`src/rtl/clk_ctrl_pkg.sv`:
```
// Shared types and defaults for the run-time clock divider controller.
package clk_ctrl_pkg;
  localparam int unsigned CNT_W        = 8;
  localparam int unsigned DEFAULT_HALF = 250;
  localparam int unsigned CYC_W        = 16;

  typedef enum logic [1:0] {
    IDLE  = 2'd0,
    RUN   = 2'd1,
    DRAIN = 2'd2
  } ctrl_state_t;
endpackage

```
`src/rtl/clk_div_core.sv`:
```
// Half-period counter and output toggle; rise/fall strobes flag the edge
// that will occur on the next clock.
module clk_div_core
  import clk_ctrl_pkg::*;
#(
  parameter int unsigned CNT_W = clk_ctrl_pkg::CNT_W
) (
  input  logic             clk_i,
  input  logic             rst_i,
  input  logic             run_i,
  input  logic [CNT_W-1:0] half_i,
  output logic             clk_out_o,
  output logic             rise_o,
  output logic             fall_o
);
  logic [CNT_W-1:0] cnt_q, cnt_d;
  logic             clk_q, clk_d;
  logic             term;

  always_comb begin
    term   = (cnt_q == half_i);
    rise_o = run_i & term & ~clk_q;
    fall_o = run_i & term & clk_q;
    cnt_d  = cnt_q + CNT_W'(1);
    clk_d  = clk_q;
    // Dropping run parks the divider low with a cleared count.
    if (!run_i) begin
      cnt_d = '0;
      clk_d = 1'b0;
    end else if (term) begin
      cnt_d = '0;
      clk_d = ~clk_q;
    end
  end

  always_ff @(posedge clk_i or posedge rst_i) begin
    if (rst_i) begin
      cnt_q <= '0;
      clk_q <= 1'b0;
    end else begin
      cnt_q <= cnt_d;
      clk_q <= clk_d;
    end
  end

  assign clk_out_o = clk_q;
endmodule

```
`src/rtl/clk_div_ctrl.sv`:
```
// Divider controller: start/stop sequencing, glitch-free ratio updates at
// full-period boundaries, and a count of output periods.
module clk_div_ctrl
  import clk_ctrl_pkg::*;
#(
  parameter int unsigned CNT_W        = clk_ctrl_pkg::CNT_W,
  parameter int unsigned DEFAULT_HALF = clk_ctrl_pkg::DEFAULT_HALF,
  parameter int unsigned CYC_W        = clk_ctrl_pkg::CYC_W
) (
  input  logic             clk_in_50M,
  input  logic             reset,
  input  logic             cfg_valid,
  output logic             cfg_ready,
  input  logic [CNT_W-1:0] cfg_half,
  output logic             cfg_err,
  input  logic             start,
  input  logic             stop,
  output logic             clk_out,
  output logic             tick,
  output logic             busy,
  output logic [CYC_W-1:0] period_cnt
);
  ctrl_state_t      state_q;
  logic [CNT_W-1:0] active_half_q, pend_half_q;
  logic             pend_vld_q, tick_q, cfg_err_q;
  logic [CYC_W-1:0] period_q;
  logic             xfer, good, trunc, run, rise, fall, to_idle;

  always_comb begin
    cfg_ready = (state_q == IDLE) | ~pend_vld_q;
    xfer      = cfg_valid & cfg_ready;
    good      = xfer & (cfg_half != '0);
    trunc     = (state_q == RUN) & stop & ~clk_out;
    run       = (state_q != IDLE) & ~trunc;
  end

  // A stop seen while high finishes the period; if that is the falling edge itself, go straight home.
  assign to_idle = trunc | (fall & ((state_q == DRAIN) | ((state_q == RUN) & stop)));

  clk_div_core #(.CNT_W(CNT_W)) u_core (
    .clk_i     (clk_in_50M),
    .rst_i     (reset),
    .run_i     (run),
    .half_i    (active_half_q),
    .clk_out_o (clk_out),
    .rise_o    (rise),
    .fall_o    (fall)
  );

  always_ff @(posedge clk_in_50M or posedge reset) begin
    if (reset) begin
      state_q       <= IDLE;
      active_half_q <= CNT_W'(DEFAULT_HALF);
      pend_half_q   <= '0;
      pend_vld_q    <= 1'b0;
      tick_q        <= 1'b0;
      cfg_err_q     <= 1'b0;
      period_q      <= '0;
    end else begin
      tick_q    <= rise;
      cfg_err_q <= xfer & (cfg_half == '0);
      if (rise) period_q <= period_q + CYC_W'(1);
      case (state_q)
        IDLE: begin
          if (good) active_half_q <= cfg_half;
          if (start && !stop) begin
            state_q  <= RUN;
            period_q <= '0;
          end
        end
        default: begin
          if (to_idle) begin
            // Whatever ratio is waiting becomes active as soon as we are idle.
            state_q    <= IDLE;
            pend_vld_q <= 1'b0;
            if (good) active_half_q <= cfg_half;
            else if (pend_vld_q) active_half_q <= pend_half_q;
          end else begin
            if (fall && pend_vld_q) begin
              active_half_q <= pend_half_q;
              pend_vld_q    <= 1'b0;
            end
            if (good) begin
              pend_half_q <= cfg_half;
              pend_vld_q  <= 1'b1;
            end
            if (state_q == RUN && stop) state_q <= DRAIN;
          end
        end
      endcase
    end
  end

  assign busy       = (state_q != IDLE);
  assign tick       = tick_q;
  assign cfg_err    = cfg_err_q;
  assign period_cnt = period_q;
endmodule
```
`config.mk`:
```
export PLATFORM = sky130hd
export DESIGN_NAME = clk_div_ctrl
export DESIGN_NICKNAME = d
export VERILOG_FILES = /design/src/rtl/clk_ctrl_pkg.sv /design/src/rtl/clk_div_core.sv /design/src/rtl/clk_div_ctrl.sv
export SDC_FILE = /design/constraint.sdc
export NUM_CORES = 1
export LEC_CHECK = 0
export ABC_AREA = 1
export BUFFER_PORTS_ARGS = -buffer_cell sky130_fd_sc_hd__buf_2
export CORE_AREA = 2 2 74 76
export CTS_BUF_LIST = sky130_fd_sc_hd__clkbuf_4 sky130_fd_sc_hd__clkbuf_8
export CTS_CLUSTER_SIZE = 28
export DETAILED_ROUTE_END_ITERATION = 12
export DIE_AREA = 0 0 76 78
export GPL_ROUTABILITY_DRIVEN = 0
export PLACE_DENSITY = 0.81
export RECOVER_POWER = 50
export SYNTH_ARGS = -nofsm -noshare
export SYNTH_HDL_FRONTEND = slang
export SYNTH_SLANG_ARGS = --single-unit
```
`constraint.sdc`:
```
create_clock -name clk_in_50M -period 1.7 [get_ports clk_in_50M]
set_input_delay 0.085 -clock clk_in_50M [delete_from_list [all_inputs] [get_ports clk_in_50M]]
set_output_delay 0.085 -clock clk_in_50M [all_outputs]
set_load 0.05 [all_outputs]
```
=== Word level (Yosys, flattened, before mapping) ===
Index checks and enable logic that the tools add are counted.

* Bits in registers: 46

* $add $sub $neg: 2
* Eq/ne operators: 7
* Multiplexer cells: 20
* Bitwise operators: 18
* Reductions and logical operators: 15

{| class="wikitable"
|+ Operators by type and width
! kind !! count
|-
| 8-bit two-way mux || 8
|-
| 16-bit two-way mux || 3
|-
| 16-bit by 1-bit adder with 16-bit output (second input constant) || 1
|-
| 1-bit AND || 10
|-
| 3-bit nonzero test || 3
|-
| 8-bit by 1-bit adder with 8-bit output (second input constant) || 1
|-
| 8-bit equality test || 1
|-
| 8-bit logical NOT || 1
|-
| 2-bit two-way mux || 4
|-
| 8-bit nonzero test || 1
|-
| 3-bit AND reduction || 2
|-
| 1-bit two-way mux || 5
|-
| 1-bit NOT || 5
|-
| 2-bit inequality test (second input constant) || 2
|-
| 2-bit AND reduction || 2
|-
| 1-bit logical AND || 3
|-
| 3-bit inequality test (second input constant) || 1
|-
| 1-bit bitwise OR || 3
|-
| 2-bit by 1-bit equality test with 1-bit output (second input constant) || 1
|-
| 2-bit equality test (second input constant) || 1
|-
| 2-bit logical NOT || 1
|-
| 2-bit by 1-bit inequality test with 1-bit output (second input constant) || 1
|-
| 2-bit nonzero test || 1
|-
| 1-bit logical NOT || 1
|}

=== Depth between registers and ports, before layout ===
* Word-level depth: 11
* Depth in mapped cells: 13

=== Hierarchy ===
Synthesis repeated with hierarchy kept, for this count alone.

* Cell total of the unflattened synthesis: 326
* Area total of the unflattened synthesis: 2685.1 µm²

{| class="wikitable"
|+ By module, submodules not included
! module !! instances !! cells an instance !! area an instance (µm²) !! seq. area each (µm²)
|-
| clk_div_ctrl || 1 || 241 || 2067.0 || 933.4
|-
| clk_div_core || 1 || 85 || 618.1 || 225.2
|}

=== Worst setup path before layout ===
No wires, ideal clock.

* Path type: register -> register
* Start point: register u_core.clk_q, in the netlist u_core.clk_out_o
* End point: register active_half_q[0]
* Arrival time: 1.775 ns
* Required time: 1.578 ns
* Setup slack: -0.197 ns
* Stages on the path, launching flop included: 9
* Buffers on the path: 1
* Period minus slack after synthesis: 1.897 ns
* Cell sequence: dfrtp_1 inv_2 a21oi_4 nand4_2 buf_6 nand3_1 nand2_1 nor2_1 a21oi_1

* Longest elaborated chain between the ends: 10
* Elaborated cells between the ends (all ways): 14
* Those cells by class: eq/ne (1); mux (2); bitwise (8); reduce/logical (3)

{| class="wikitable"
|+ Ends and longest elaborated chain
! item !! line !! text
|-
| start: declaration || clk_div_core.sv:17 || <nowiki>logic clk_q, clk_d;</nowiki>
|-
| start signal: assignment || clk_div_core.sv:42 || <nowiki>clk_q <= clk_d;</nowiki>
|-
| 1-bit NOT || clk_div_ctrl.sv:33 || <nowiki>trunc = (state_q == RUN) & stop & ~clk_out;</nowiki>
|-
| 1-bit AND || clk_div_ctrl.sv:33 ||
|-
| 1-bit NOT || clk_div_ctrl.sv:34 || <nowiki>run = (state_q != IDLE) & ~trunc;</nowiki>
|-
| 1-bit AND || clk_div_ctrl.sv:34 ||
|-
| 1-bit AND (2 in a row) || clk_div_core.sv:23 || <nowiki>fall_o = run_i & term & clk_q;</nowiki>
|-
| 1-bit AND || clk_div_ctrl.sv:38 || <nowiki>assign to_idle = trunc | (fall & ((state_q == DRAIN) | ((state_q == RUN) & stop)));</nowiki>
|-
| 1-bit bitwise OR || clk_div_ctrl.sv:38 ||
|-
| 3-bit inequality test (no line) (tied with other cells) || -- ||
|-
| 3-bit AND reduction (no line) / 8-bit two-way mux (equally long branches) || -- ||
|-
| end signal: assignment || clk_div_ctrl.sv:53 || <nowiki>active_half_q <= CNT_W'(DEFAULT_HALF);</nowiki>
|-
| end signal: assignment || clk_div_ctrl.sv:65 || <nowiki>if (good) active_half_q <= cfg_half;</nowiki>
|-
| end signal: assignment || clk_div_ctrl.sv:76 || <nowiki>if (good) active_half_q <= cfg_half;</nowiki>
|-
| end: declaration || clk_div_ctrl.sv:24 || <nowiki>logic [CNT_W-1:0] active_half_q, pend_half_q;</nowiki>
|}

Parallel ways exist; a longest one is shown, timed or not.
A chain may end at the register's enable or synchronous reset.

=== Final worst setup path ===
* Start point: register active_half_q[3]
* End point: register active_half_q[6]

* Longest elaborated chain between the ends: 7
* Elaborated cells between the ends (all ways): 11
* Those cells by class: eq/ne (2); mux (2); bitwise (4); reduce/logical (3)

{| class="wikitable"
|+ Ends and longest elaborated chain
! item !! line !! text
|-
| 8-bit equality test (*) || clk_div_core.sv:21 || <nowiki>term = (cnt_q == half_i);</nowiki>
|-
| 1-bit AND (*) (2 in a row) || clk_div_core.sv:23 ||
|-
| 1-bit AND || clk_div_ctrl.sv:38 ||
|-
| 1-bit bitwise OR || clk_div_ctrl.sv:38 ||
|-
| 3-bit inequality test (no line) (tied with other cells) || -- ||
|-
| 3-bit AND reduction (no line) / 8-bit two-way mux (equally long branches) || -- ||
|}

Mark *: on every way between the ends. The rest lies on a longest branch, timed or not.

==> results.txt <==
Outcome - finished with violations
Failing checks - negative setup slack
Post-synthesis adder-cell area fraction - 0.923%
Synthesized area - 0.00271 sq mm
WL/cell - 13.8 um
R2r startpoint - active_half_q[3]
CP Launch Point - active_half_q[3]
Final cycle utilization of the critical path - 115%
PortBufs - 33
Hold Path Class - input port to register
Clk buf depth - 2
Int Pwr - 2720 uW
Synth Area per Inst - 7.06 sq um
Die Area - 0.00593 sq mm
Filler instances - 362
Comb pwr share - 53.1%
Starting density of the core - 53.8%
EDFF count, synth - 0
GRT overflow - 0
Core area - 0.00504 sq mm
Worst Skew - 0.00824 ns
Clock power frac - 14.4%
DRT Wirelength - 7.33 mm
Slew HR - 22.5%
FF+latch area - 0.00116 sq mm
ANT nets after route - 0
Flop2flop setup slack - -0.25 ns
Area after DPL - 0.00322 sq mm
Post-detail-place hpwl - 4.65 mm
Overall Global Routing Usage - 24.2%
Num CTS Buffers - 5
DRC - 0
Max Cap Viol - 0
Via density - 5.41
P&R area growth vs syn - 32.8%
Switching Share - 46.1%
Root Buffer - clkbuf_8
R2R cell count - 12
Vias in the first global route - 2690
Boundary Pins - 34
Most frequently used flop master after synthesis - dfrtp_1
Crit path max-delay cell type - dfstp_2
First-pass iteration count of the detailed router - 5
Register area share after synthesis - 42.7%
Hold Slack - 0.0443 ns
Final core occ - 71.4%
ANT cells - 0
Multi-input logic area - 0.00154 sq mm
Layout cell share with drive strength beyond 1 - 31.6%
Die Y - 78 um
Synth Area in Simple Gates - 36.8%
Syn Inst Count - 384
Min-delay src - cfg_valid
Startpoint types - register
Die Span X - 76 um
CTS tree - built
Post-Layout Inst Area - 0.00360 sq mm
Clock latency on the worst-skew pair - 0.31 ns
Worst path most repeated cell - nand2_1
Netlist cell types - 35
Sequential Power Share - 32.5%
Hold Path Depth - 3
Max H-tree Level - 2
Initial antenna violation count - 0
Synth Area in Compound Gates - 8.81%
Post-synth ARST share - 100%
Hold endpoint - cfg_err
Crit path capture type - register
Post-Synth XOR/XNOR Area - 1.94%
Pin count of the biggest net entering global routing - 47
P_leak - 0.00187 uW
RSZ-0062 raised after global routing - true
Final hold vios - 0
Worst Path Required - 1.92 ns
Pwr dens - 1400 mW/mm^2
Multiplexer share of the synthesized area - 0%
DP Worst Slack - -0.223 ns
Rows - 26
Main combinational cell family by area after synthesis - simple AND/OR/NAND/NOR gates
CTS clk-pin slew, worst paths - 0.09 ns
First-pass GRT wire length - 11.8 mm
Psw - 2330 uW
Setup ws final - -0.247 ns
Syn. warnings - 0
Crit Path Class - register to register
Fmax - 513 MHz
Routed via count - 2878
Final Max Slew Viols - 0
Final #Nets - 476
Worst r2r dst - active_half_q[6]
Flops & latches, synth - 46
Peak VDD IR - 0.00119 V
CP Max Fanout - 8
Arrival @ worst endpoint - 2.17 ns
Worst slew pin tran - 1.16 ns
Crit path time final - 1.95 ns
Net Count, Synth - 399
CTS Sinks - 46
CP Cell Sequence - inv_2 -> nand2_1 -> nand2_1 -> nor2_1 -> nand2_1 -> nor2_4 -> nand4_1 -> inv_1 -> nand3_2 -> nand2_4 -> nor2_1 -> a21oi_1
Setup TNS - -4.52 ns
# setup viols final - 39
First DRT Iteration DRCs - 239
CP peak stage delay - 0.55 ns
-- worst max-delay path, delay by kind of cell, from the launching register on --
kind                   cells  cell delay, ns
AOI/OAI and AO/OA          1            0.15
and+or+nand+nor            9            1.02
buffers and inverters      2            0.14
DFF                        1            0.55
-- cell usage after synthesis (4+ instances only) --
master | instances | area share (%)
o21ai_1 | 11 | 2.0
xor2_1 | 4 | 1.3
inv_2 | 10 | 1.4
nand2_1 | 118 | 16
o21ai_0 | 7 | 1.3
inv_1 | 44 | 6.1
dfstp_2 | 6 | 5.8
nor3_1 | 11 | 2.0
nor2_1 | 53 | 7.3
nand3_1 | 25 | 4.6
a21oi_1 | 16 | 3.0
dfrtp_1 | 40 | 37
-- registers in the layout, indices dropped and copies added, names as in the netlist --
signal and flops:
pend_half_q 8, state_q 2, tick 1, pend_vld_q 1
period_cnt 16, cfg_err 1, u_core.cnt_q 8, u_core.clk_out_o 1
active_half_q 8
-- what timing repair did --
item                                    in CTS  in global routing
setup buffers                                4                  4
hold buffers                                 1                  0
endpoints found under the setup margin      34                 45
cloned                                       1                  1
endpoints found under the hold margin       40                  0
pin swaps                                    2                  8
gates resized for setup                     12                 41
-- power groups by stage --
stage	registers, uW	logic, uW	clock network, uW
after floorplan	1680	1610	0
after global placement	1640	2250	0
after detailed placement	1660	2310	0
after CTS	1640	2430	731
after global routing	1690	2970	768
final	1640	2680	727
-- kinds of logic after synthesis --
group / after synthesis
and+or+nand+nor: 228
buffers and inverters: 60
DFF: 46
AOI/OAI and AO/OA: 42
xor gates and xnor gates: 6
adders and majority gates: 2
-- cell type report --
type,count,share of cell area [%]
clock inverters,2,0.348
multi-input cells,280,42.6
repair buffers,73,14.0
clock buffers,6,2.29
inverters,55,5.94
well taps,70,2.43
flip-flops and latches,46,32.3
-- routing by layer --
layer	wire length (um)	track usage, %
met5	0	0
met4	157	5.82
met3	440	3.60
met2	3620	43.3
met1	3110	30.9
-- layout by cell type (no fill, tap or decap), types with 4 or more instances in the layout --
| cell | synthesis | final |
|---|---|---|
| nand2_4 | 2 | 4 |
| nand3_1 | 25 | 24 |
| nand3_4 | 0 | 4 |
| nor2_2 | 1 | 7 |
| o21ai_1 | 11 | 10 |
| inv_1 | 44 | 41 |
| nand2_1 | 118 | 109 |
| buf_4 | 0 | 33 |
| buf_2 | 2 | 29 |
| clkbuf_8 | 0 | 6 |
| nor2_1 | 53 | 44 |
| inv_2 | 10 | 10 |
| dfrtp_2 | 0 | 4 |
| nor2_4 | 1 | 4 |
| o21ai_2 | 0 | 4 |
| nand2_2 | 1 | 7 |
| buf_6 | 1 | 4 |
| dfstp_2 | 6 | 6 |
| o21ai_0 | 7 | 4 |
| a21oi_2 | 0 | 5 |
| dfrtp_1 | 40 | 36 |
| xor2_1 | 4 | 4 |
| a21oi_1 | 16 | 11 |
| nor3_1 | 11 | 8 |
-- worst max-delay path by stage --
stage | to | slack (ns) | cells past startpoint
2_1_floorplan | active_half_q[1] | -0.002 | 9
3_3_place_gp | period_cnt[4] | -0.14 | 11
3_5_place_dp | period_cnt[4] | -0.22 | 11
4_1_cts | active_half_q[2] | -0.16 | 12
5_1_grt | active_half_q[6] | -0.40 | 12
6_report | active_half_q[6] | -0.25 | 12
-- stage by stage --
| stage | power (uW) | cells |
|---|---|---|
| 2_1_floorplan | 3290 | 384 |
| 3_3_place_gp | 3890 | 513 |
| 3_5_place_dp | 3960 | 513 |
| 4_1_cts | 4800 | 527 |
| 5_1_grt | 5430 | 532 |
| 6_report | 5050 | 532 |
Power figures use the tool's default switching activity.
